==> src/rtl/stat_bist_ctrl_if.sv <==
// Harness-side bundle for the BIST sequencer: control handshake,
// functional vectors and the netlist input/output buses.
interface stat_bist_ctrl_if #(
  parameter int IN_W  = 21,
  parameter int OUT_W = 19,
  parameter int CNT_W = 16
);
  logic             start;
  logic             abort;
  logic [CNT_W-1:0] pat_count;
  logic [IN_W-1:0]  func_in;
  logic [IN_W-1:0]  dut_in;
  logic [OUT_W-1:0] dut_out;
  logic [OUT_W-1:0] func_out;
  logic             func_valid;
  logic             busy;
  logic             done;
  logic [OUT_W-1:0] signature;
  logic [CNT_W-1:0] pat_idx;

  modport master (
    output start, abort, pat_count, func_in, dut_out,
    input  dut_in, func_out, func_valid, busy, done,
    input  signature, pat_idx
  );

  modport slave (
    input  start, abort, pat_count, func_in, dut_out,
    output dut_in, func_out, func_valid, busy, done,
    output signature, pat_idx
  );
endinterface

==> src/rtl/stat_bist_ctrl.sv <==
// BIST sequencer: LFSR pattern source, settle/capture timing and
// MISR response compaction for one combinational netlist.
module stat_bist_ctrl #(
  parameter int            IN_W      = 21,
  parameter int            OUT_W     = 19,
  parameter int            CNT_W     = 16,
  parameter logic [IN_W-1:0] LFSR_SEED = 21'h000001,
  parameter int            SETTLE    = 1
) (
  input  logic           clk,
  input  logic           rst,
  stat_bist_ctrl_if.slave bus
);

  localparam int SW = (SETTLE > 1) ? $clog2(SETTLE) : 1;

  typedef enum logic [1:0] {
    S_IDLE,
    S_APPLY,
    S_CAPTURE,
    S_DONE
  } state_t;

  state_t           r_state;
  state_t           w_next;
  logic [IN_W-1:0]  r_lfsr;
  logic [OUT_W-1:0] r_misr;
  logic [CNT_W-1:0] r_idx;
  logic [CNT_W-1:0] r_n;
  logic [SW-1:0]    r_settle;

  logic             w_load;
  logic             w_zero;
  logic             w_cap;
  logic             w_last;
  logic             w_busy;
  logic             w_fb;

  assign w_last = (r_idx == r_n - 1'b1);
  assign w_fb   = r_misr[OUT_W-1] ^ r_misr[5] ^ r_misr[1] ^ r_misr[0];
  assign w_busy = (r_state == S_APPLY) || (r_state == S_CAPTURE);

  always_ff @(posedge clk or posedge rst) begin
    if (rst) r_state <= S_IDLE;
    else     r_state <= w_next;
  end

  // abort wins over everything, including a same-cycle start
  always_comb begin
    w_next = r_state;
    w_load = 1'b0;
    w_zero = 1'b0;
    w_cap  = 1'b0;
    if (bus.abort) begin
      w_next = S_IDLE;
    end else begin
      unique case (r_state)
        S_IDLE, S_DONE: begin
          if (bus.start) begin
            if (bus.pat_count != '0) begin
              w_load = 1'b1;
              w_next = S_APPLY;
            end else begin
              w_zero = 1'b1;
              w_next = S_DONE;
            end
          end
        end
        S_APPLY: begin
          if (r_settle == SW'(SETTLE - 1)) w_next = S_CAPTURE;
        end
        S_CAPTURE: begin
          w_cap  = 1'b1;
          w_next = w_last ? S_DONE : S_APPLY;
        end
        default: w_next = S_IDLE;
      endcase
    end
  end

  always_ff @(posedge clk or posedge rst) begin
    if (rst) begin
      r_lfsr   <= LFSR_SEED;
      r_misr   <= '0;
      r_idx    <= '0;
      r_n      <= '0;
      r_settle <= '0;
    end else if (w_load) begin
      r_n      <= bus.pat_count;
      r_lfsr   <= LFSR_SEED;
      r_misr   <= '0;
      r_idx    <= '0;
      r_settle <= '0;
    end else if (w_zero) begin
      r_misr <= '0;
    end else if (w_cap) begin
      r_misr <= {r_misr[OUT_W-2:0], w_fb} ^ bus.dut_out;
      r_lfsr <= {r_lfsr[IN_W-2:0], r_lfsr[IN_W-1] ^ r_lfsr[IN_W-3]};
      if (!w_last) begin
        r_idx    <= r_idx + 1'b1;
        r_settle <= '0;
      end
    end else if (r_state == S_APPLY && !bus.abort) begin
      r_settle <= r_settle + 1'b1;
    end
  end

  assign bus.dut_in     = w_busy ? r_lfsr : bus.func_in;
  assign bus.func_out   = bus.dut_out;
  assign bus.func_valid = !w_busy;
  assign bus.busy       = w_busy;
  assign bus.done       = (r_state == S_DONE);
  assign bus.signature  = r_misr;
  assign bus.pat_idx    = r_idx;

endmodule

==> src/flat_wrapper.sv <==
// flat-port wrapper written by rule: the top's interface ports become plain ports
module stat_bist_ctrl_flat 
#(
  parameter int            IN_W      = 21,
  parameter int            OUT_W     = 19,
  parameter int            CNT_W     = 16,
  parameter logic [IN_W-1:0] LFSR_SEED = 21'h000001,
  parameter int            SETTLE    = 1
)
  (clk, rst, bus_start, bus_abort, bus_pat_count, bus_func_in, bus_dut_out, bus_dut_in, bus_func_out, bus_func_valid, bus_busy, bus_done, bus_signature, bus_pat_idx);
  stat_bist_ctrl_if #(.IN_W(IN_W), .OUT_W(OUT_W), .CNT_W(CNT_W)) bus_i ();
  input  logic clk;
  input  logic rst;
  input wire logic [$bits(bus_i.start)-1:0] bus_start;
  input wire logic [$bits(bus_i.abort)-1:0] bus_abort;
  input wire logic [$bits(bus_i.pat_count)-1:0] bus_pat_count;
  input wire logic [$bits(bus_i.func_in)-1:0] bus_func_in;
  input wire logic [$bits(bus_i.dut_out)-1:0] bus_dut_out;
  output wire logic [$bits(bus_i.dut_in)-1:0] bus_dut_in;
  output wire logic [$bits(bus_i.func_out)-1:0] bus_func_out;
  output wire logic [$bits(bus_i.func_valid)-1:0] bus_func_valid;
  output wire logic [$bits(bus_i.busy)-1:0] bus_busy;
  output wire logic [$bits(bus_i.done)-1:0] bus_done;
  output wire logic [$bits(bus_i.signature)-1:0] bus_signature;
  output wire logic [$bits(bus_i.pat_idx)-1:0] bus_pat_idx;
  assign bus_i.start = bus_start;
  assign bus_i.abort = bus_abort;
  assign bus_i.pat_count = bus_pat_count;
  assign bus_i.func_in = bus_func_in;
  assign bus_i.dut_out = bus_dut_out;
  assign bus_dut_in = bus_i.dut_in;
  assign bus_func_out = bus_i.func_out;
  assign bus_func_valid = bus_i.func_valid;
  assign bus_busy = bus_i.busy;
  assign bus_done = bus_i.done;
  assign bus_signature = bus_i.signature;
  assign bus_pat_idx = bus_i.pat_idx;
  stat_bist_ctrl #(.IN_W(IN_W), .OUT_W(OUT_W), .CNT_W(CNT_W), .LFSR_SEED(LFSR_SEED), .SETTLE(SETTLE)) u_core (.clk(clk), .rst(rst), .bus(bus_i));
endmodule
==> config.mk <==
export PLATFORM = sky130hd
export DESIGN_NAME = stat_bist_ctrl_flat
export DESIGN_NICKNAME = d
export VERILOG_FILES = /design/src/rtl/stat_bist_ctrl_if.sv /design/src/rtl/stat_bist_ctrl.sv /design/src/flat_wrapper.sv
export SDC_FILE = /design/constraint.sdc
export NUM_CORES = 1
export LEC_CHECK = 0
export CORE_ASPECT_RATIO = 0.9
export CORE_MARGIN = 4
export CORE_UTILIZATION = 35
export DETAILED_ROUTE_END_ITERATION = 7
export PLACE_DENSITY = 0.64
export SETUP_SLACK_MARGIN = 0.02
export SYNTH_ARGS = -nofsm -noshare
export SYNTH_HDL_FRONTEND = slang
export SYNTH_SLANG_ARGS = --single-unit
==> constraint.sdc <==
create_clock -name clk -period 3.6 [get_ports clk]
set_input_delay 0.36 -clock clk [delete_from_list [all_inputs] [get_ports clk]]
set_output_delay 0.36 -clock clk [all_outputs]
set_load 0.02 [all_outputs]
==> key figures <==
Layout
  – Fraction of layout cells with a size suffix above 1: 0.09717
  – Post-route cell area: a little over 6000 um^2
  – Final nets: 627
  – Number of inserted filler cells in the final layout: 1176
  – Antenna diode count: 0
  – Number of non-filler instances in the completed layout: 726
  – Relative area change from synthesis to final layout: 38.19%
  – Fin util: 0.4989

CTS
  – Number of clock sinks: 75
  – Post-CTS setup-driven buffer insertion count: 0
  – Quantity of gates resized following cts: 0
  – H-tree levels: 3
  – CTS tree: built
  – Buffers from clock root to sink, at most: 2
  – Cts-stage hold buffer count: 0
  – Clock root buffer: sky130_fd_sc_hd__clkbuf_16
  – Clock latency of the later-clocked register in the worst-skew pair: 330 ps
  – Register clock-pin slew on the reported worst setup and hold paths: 60 ps
  – Num CTS Buffers: 9

Outcome
  – Outcome: completed

Detailed routing
  – Routed len/inst: between 15 and 20 um
  – Routed wire length: 11600 um
  – Number of nets still failing antenna checks after routing: 0
  – Via density: just over 5
  – 1st-iter DRT viols: about 270
  – Via Count: 3705
  – Residual DRC count: 0
  – Length of the first detailed-routing pass in iterations: 4

Timing
  – Worst hold slack after final layout: 473.2 ps
  – Relative slew slack: 0.4331
  – Min Clock Period, post-route: approximately 3200 ps
  – Worst Clk Skew: between 2 and 3 ps
  – Setup violators final: 0
  – TNS Setup: 0 ps
  – RSZ-0062 raised after global routing: false
  – Hold Fails Final Rpt: 0
  – Slew at the pin with the worst max-slew slack: 850.3 ps
  – Peak clock frequency supported by timing: ~320 MHz
  – Number of pins exceeding their max-slew limit in the final report: 0
  – Final worst path period share: 0.8770

Global route
  – Total overflow reported by the global router: 0
  – Number of global-route vias before repair: 3724
  – Initial antenna violation count: 0
  – Largest net degree at the start of global routing: 45
  – Wire length of the first global-routing pass: 18970 um
  – Gr usage total: 0.1623

Floorplanning
  – Starting density of the core: 0.3610
  – Vertical die dimension: 114.1 um
  – Area of the placeable core: ~12000 um^2
  – Die outline width: between 100 and 150 um
  – Die Footprint: 14360 um^2
  – Count of standard-cell rows: 38
  – Number of top-level pins: about 140

Setup path
  – Worst-path cell with the longest stage delay: sky130_fd_sc_hd__or4_1
  – Top delay family on crit path: simple AND/OR/NAND/NOR gates
  – Data required time of the worst path: 3820 ps
  – Critical path's largest stage delay: between 500 and 600 ps
  – Critical path startpoint category: flop
  – Crit path launch: u_core.r_n[0]
  – Buffering stage count on the worst path with inverters included: 2
  – Worst endpoint data arrival time: 3380 ps
  – Critical-path cell list: inv_1 > ha_1 > or4b_4 > or4_1 > a211o_1 > a2111oi_4 > buf_4 > nor2_1 > o22a_1
  – CP max FO: 30
  – R2R Path Start: u_core.r_n[0]
  – Worst Path Class, Setup: flop to flop
  – Kind of end point of the critical path: flop

Synth
  – Top cells by area in the synthesized netlist: sky130_fd_sc_hd__dfrtp_1, sky130_fd_sc_hd__nand2_1, sky130_fd_sc_hd__xnor2_1
  – Share of flip-flops with an asynchronous set or reset: 1.000
  – Post-synth EDFFs: 0
  – Sequential-to-total area share from yosys stat: 0.4291
  – Proportion of netlist area held by the largest area contributor: 0.4231
  – Net Count, Synth: 520
  – Mapped cell area: 4377 um^2
  – Largest area contributor in the netlist: sky130_fd_sc_hd__dfrtp_1
  – Unique cell type count in the Yosys netlist: 56
  – Synth Warn #: 0
  – Predominant post-synthesis flop cell: sky130_fd_sc_hd__dfrtp_1
  – Seq cells post-synth: 75
  – Average footprint of a synthesized cell: between 9 and 10 um^2
  – Mapped Cells: 454

Pwr
  – Worst-case vdd ir drop: 0.0002898 V
  – Total power per unit cell area: between 700 and 800 nW/um^2
  – Leak pwr: 2.476 nW

Run
  – Max_cap viols: 0

Min path
  – Path class of the lowest-slack min-delay path: primary input to async pin

Placed design
  – Post-placement cell count: 710
  – Placed Instance Area: 5723 um^2
  – Global placer's final weighted congestion: around 0.83
  – Total of buffers placed on input and output ports: 137
  – HPWL reported at the end of detailed placement: 8548 um
## layer usage
layer | share of wire | vias to the layer above | track usage
met4 | 0.0073 | 0 | 0.03645
met3 | 0.041 | 4 | 0.04478
met5 | 0 | - | 0
met2 | 0.51 | 75 | 0.2701
met1 | 0.45 | 1812 | 0.2133
li1 | - | 1814 | -
## per-stage QoR
step,total power [mW],setup WS [ps]
2_1_floorplan,2.888,701.8
3_3_place_gp,3.696,551.8
5_1_grt,5.015,288.4
3_5_place_dp,3.745,492.0
6_report,4.698,442.8
4_1_cts,4.750,463.3
## report_power, final
part | total (mW) | switching (mW) | internal [mW]
registers | 1.40 | 0.314 | 1.08
clock network | 0.976 | 0.365 | 0.612
logic | 2.33 | 1.20 | 1.13
## kinds of logic (layout without fill, tap and decap cells)
group                    after synthesis  count (layout)  share of synthesized area
flip-flops                            75              75                     0.4291
XOR/XNOR                              40              40                    0.08005
adder cells (fa/ha/maj)                6               6                    0.01715
AO/OA/AOI/OAI                         99              99                     0.1601
AND/OR/NAND/NOR                      156             156                     0.1832
multiplexers                          23              23                    0.05861
buffers and inverters                 55             167                    0.07175
## area by class of cell
cell class,count,area (um^2),share of cell area
clock buffer,9,225.2,0.03724
clock inverter,7,100.1,0.01655
inverter,9,33.78,0.005585
multi-input combinational,324,2190,0.3620
sequential,75,1878,0.3105
tap,160,200.2,0.03310
timing repair buffer,142,1421,0.2350
## state kept, by name (all words and copies together) (netlist names)
signal,flops
u_core.bus.pat_idx,16
u_core.r_state,2
u_core.r_settle,1
u_core.r_lfsr,21
u_core.bus.signature,19
u_core.r_n,16
## placed cells by master, fill, tap and decap left out, types with 6 or more instances in the layout
master and count:
sky130_fd_sc_hd__dfrtp_1 74, sky130_fd_sc_hd__or4_1 9, sky130_fd_sc_hd__mux2_2 21, sky130_fd_sc_hd__a21oi_1 16
sky130_fd_sc_hd__ha_1 6, sky130_fd_sc_hd__a22o_1 20, sky130_fd_sc_hd__xor2_1 7, sky130_fd_sc_hd__nor2_1 9
sky130_fd_sc_hd__or3_1 14, sky130_fd_sc_hd__clkdlybuf4s50_1 137, sky130_fd_sc_hd__inv_1 8, sky130_fd_sc_hd__o21ai_0 34
sky130_fd_sc_hd__xnor2_1 33, sky130_fd_sc_hd__clkbuf_16 9, sky130_fd_sc_hd__nor4_1 8, sky130_fd_sc_hd__nand2_1 78
## cell usage after synthesis, drive strengths merged (5+ instances only)
cell	instances
clkbuf	19
inv	9
nor3	6
nor2	9
xnor2	33
dfrtp	74
nor4	9
a21oi	16
ha	6
buf	27
xor2	7
or4	11
mux2	21
a31oi	5
a22o	20
nand2	79
o21ai	34
or3	14
## path summary, 6_finish.rpt
| check | cells after the start | slack, ps | end |
|---|---|---|---|
| max | 9 | 440 | u_core.bus.pat_idx[0] |
| min | 2 | 470 | u_core.bus.signature[8] |
| max reg2reg | 9 | 440 | u_core.bus.pat_idx[0] |
| min reg2reg | 2 | 520 | u_core.r_n[15] |
| max in group asynchronous | 3 | 2380 | u_core.r_lfsr[0] |
| min in group clk | 2 | 520 | u_core.r_n[15] |
No activity file was read; power rests on OpenSTA's default activity.
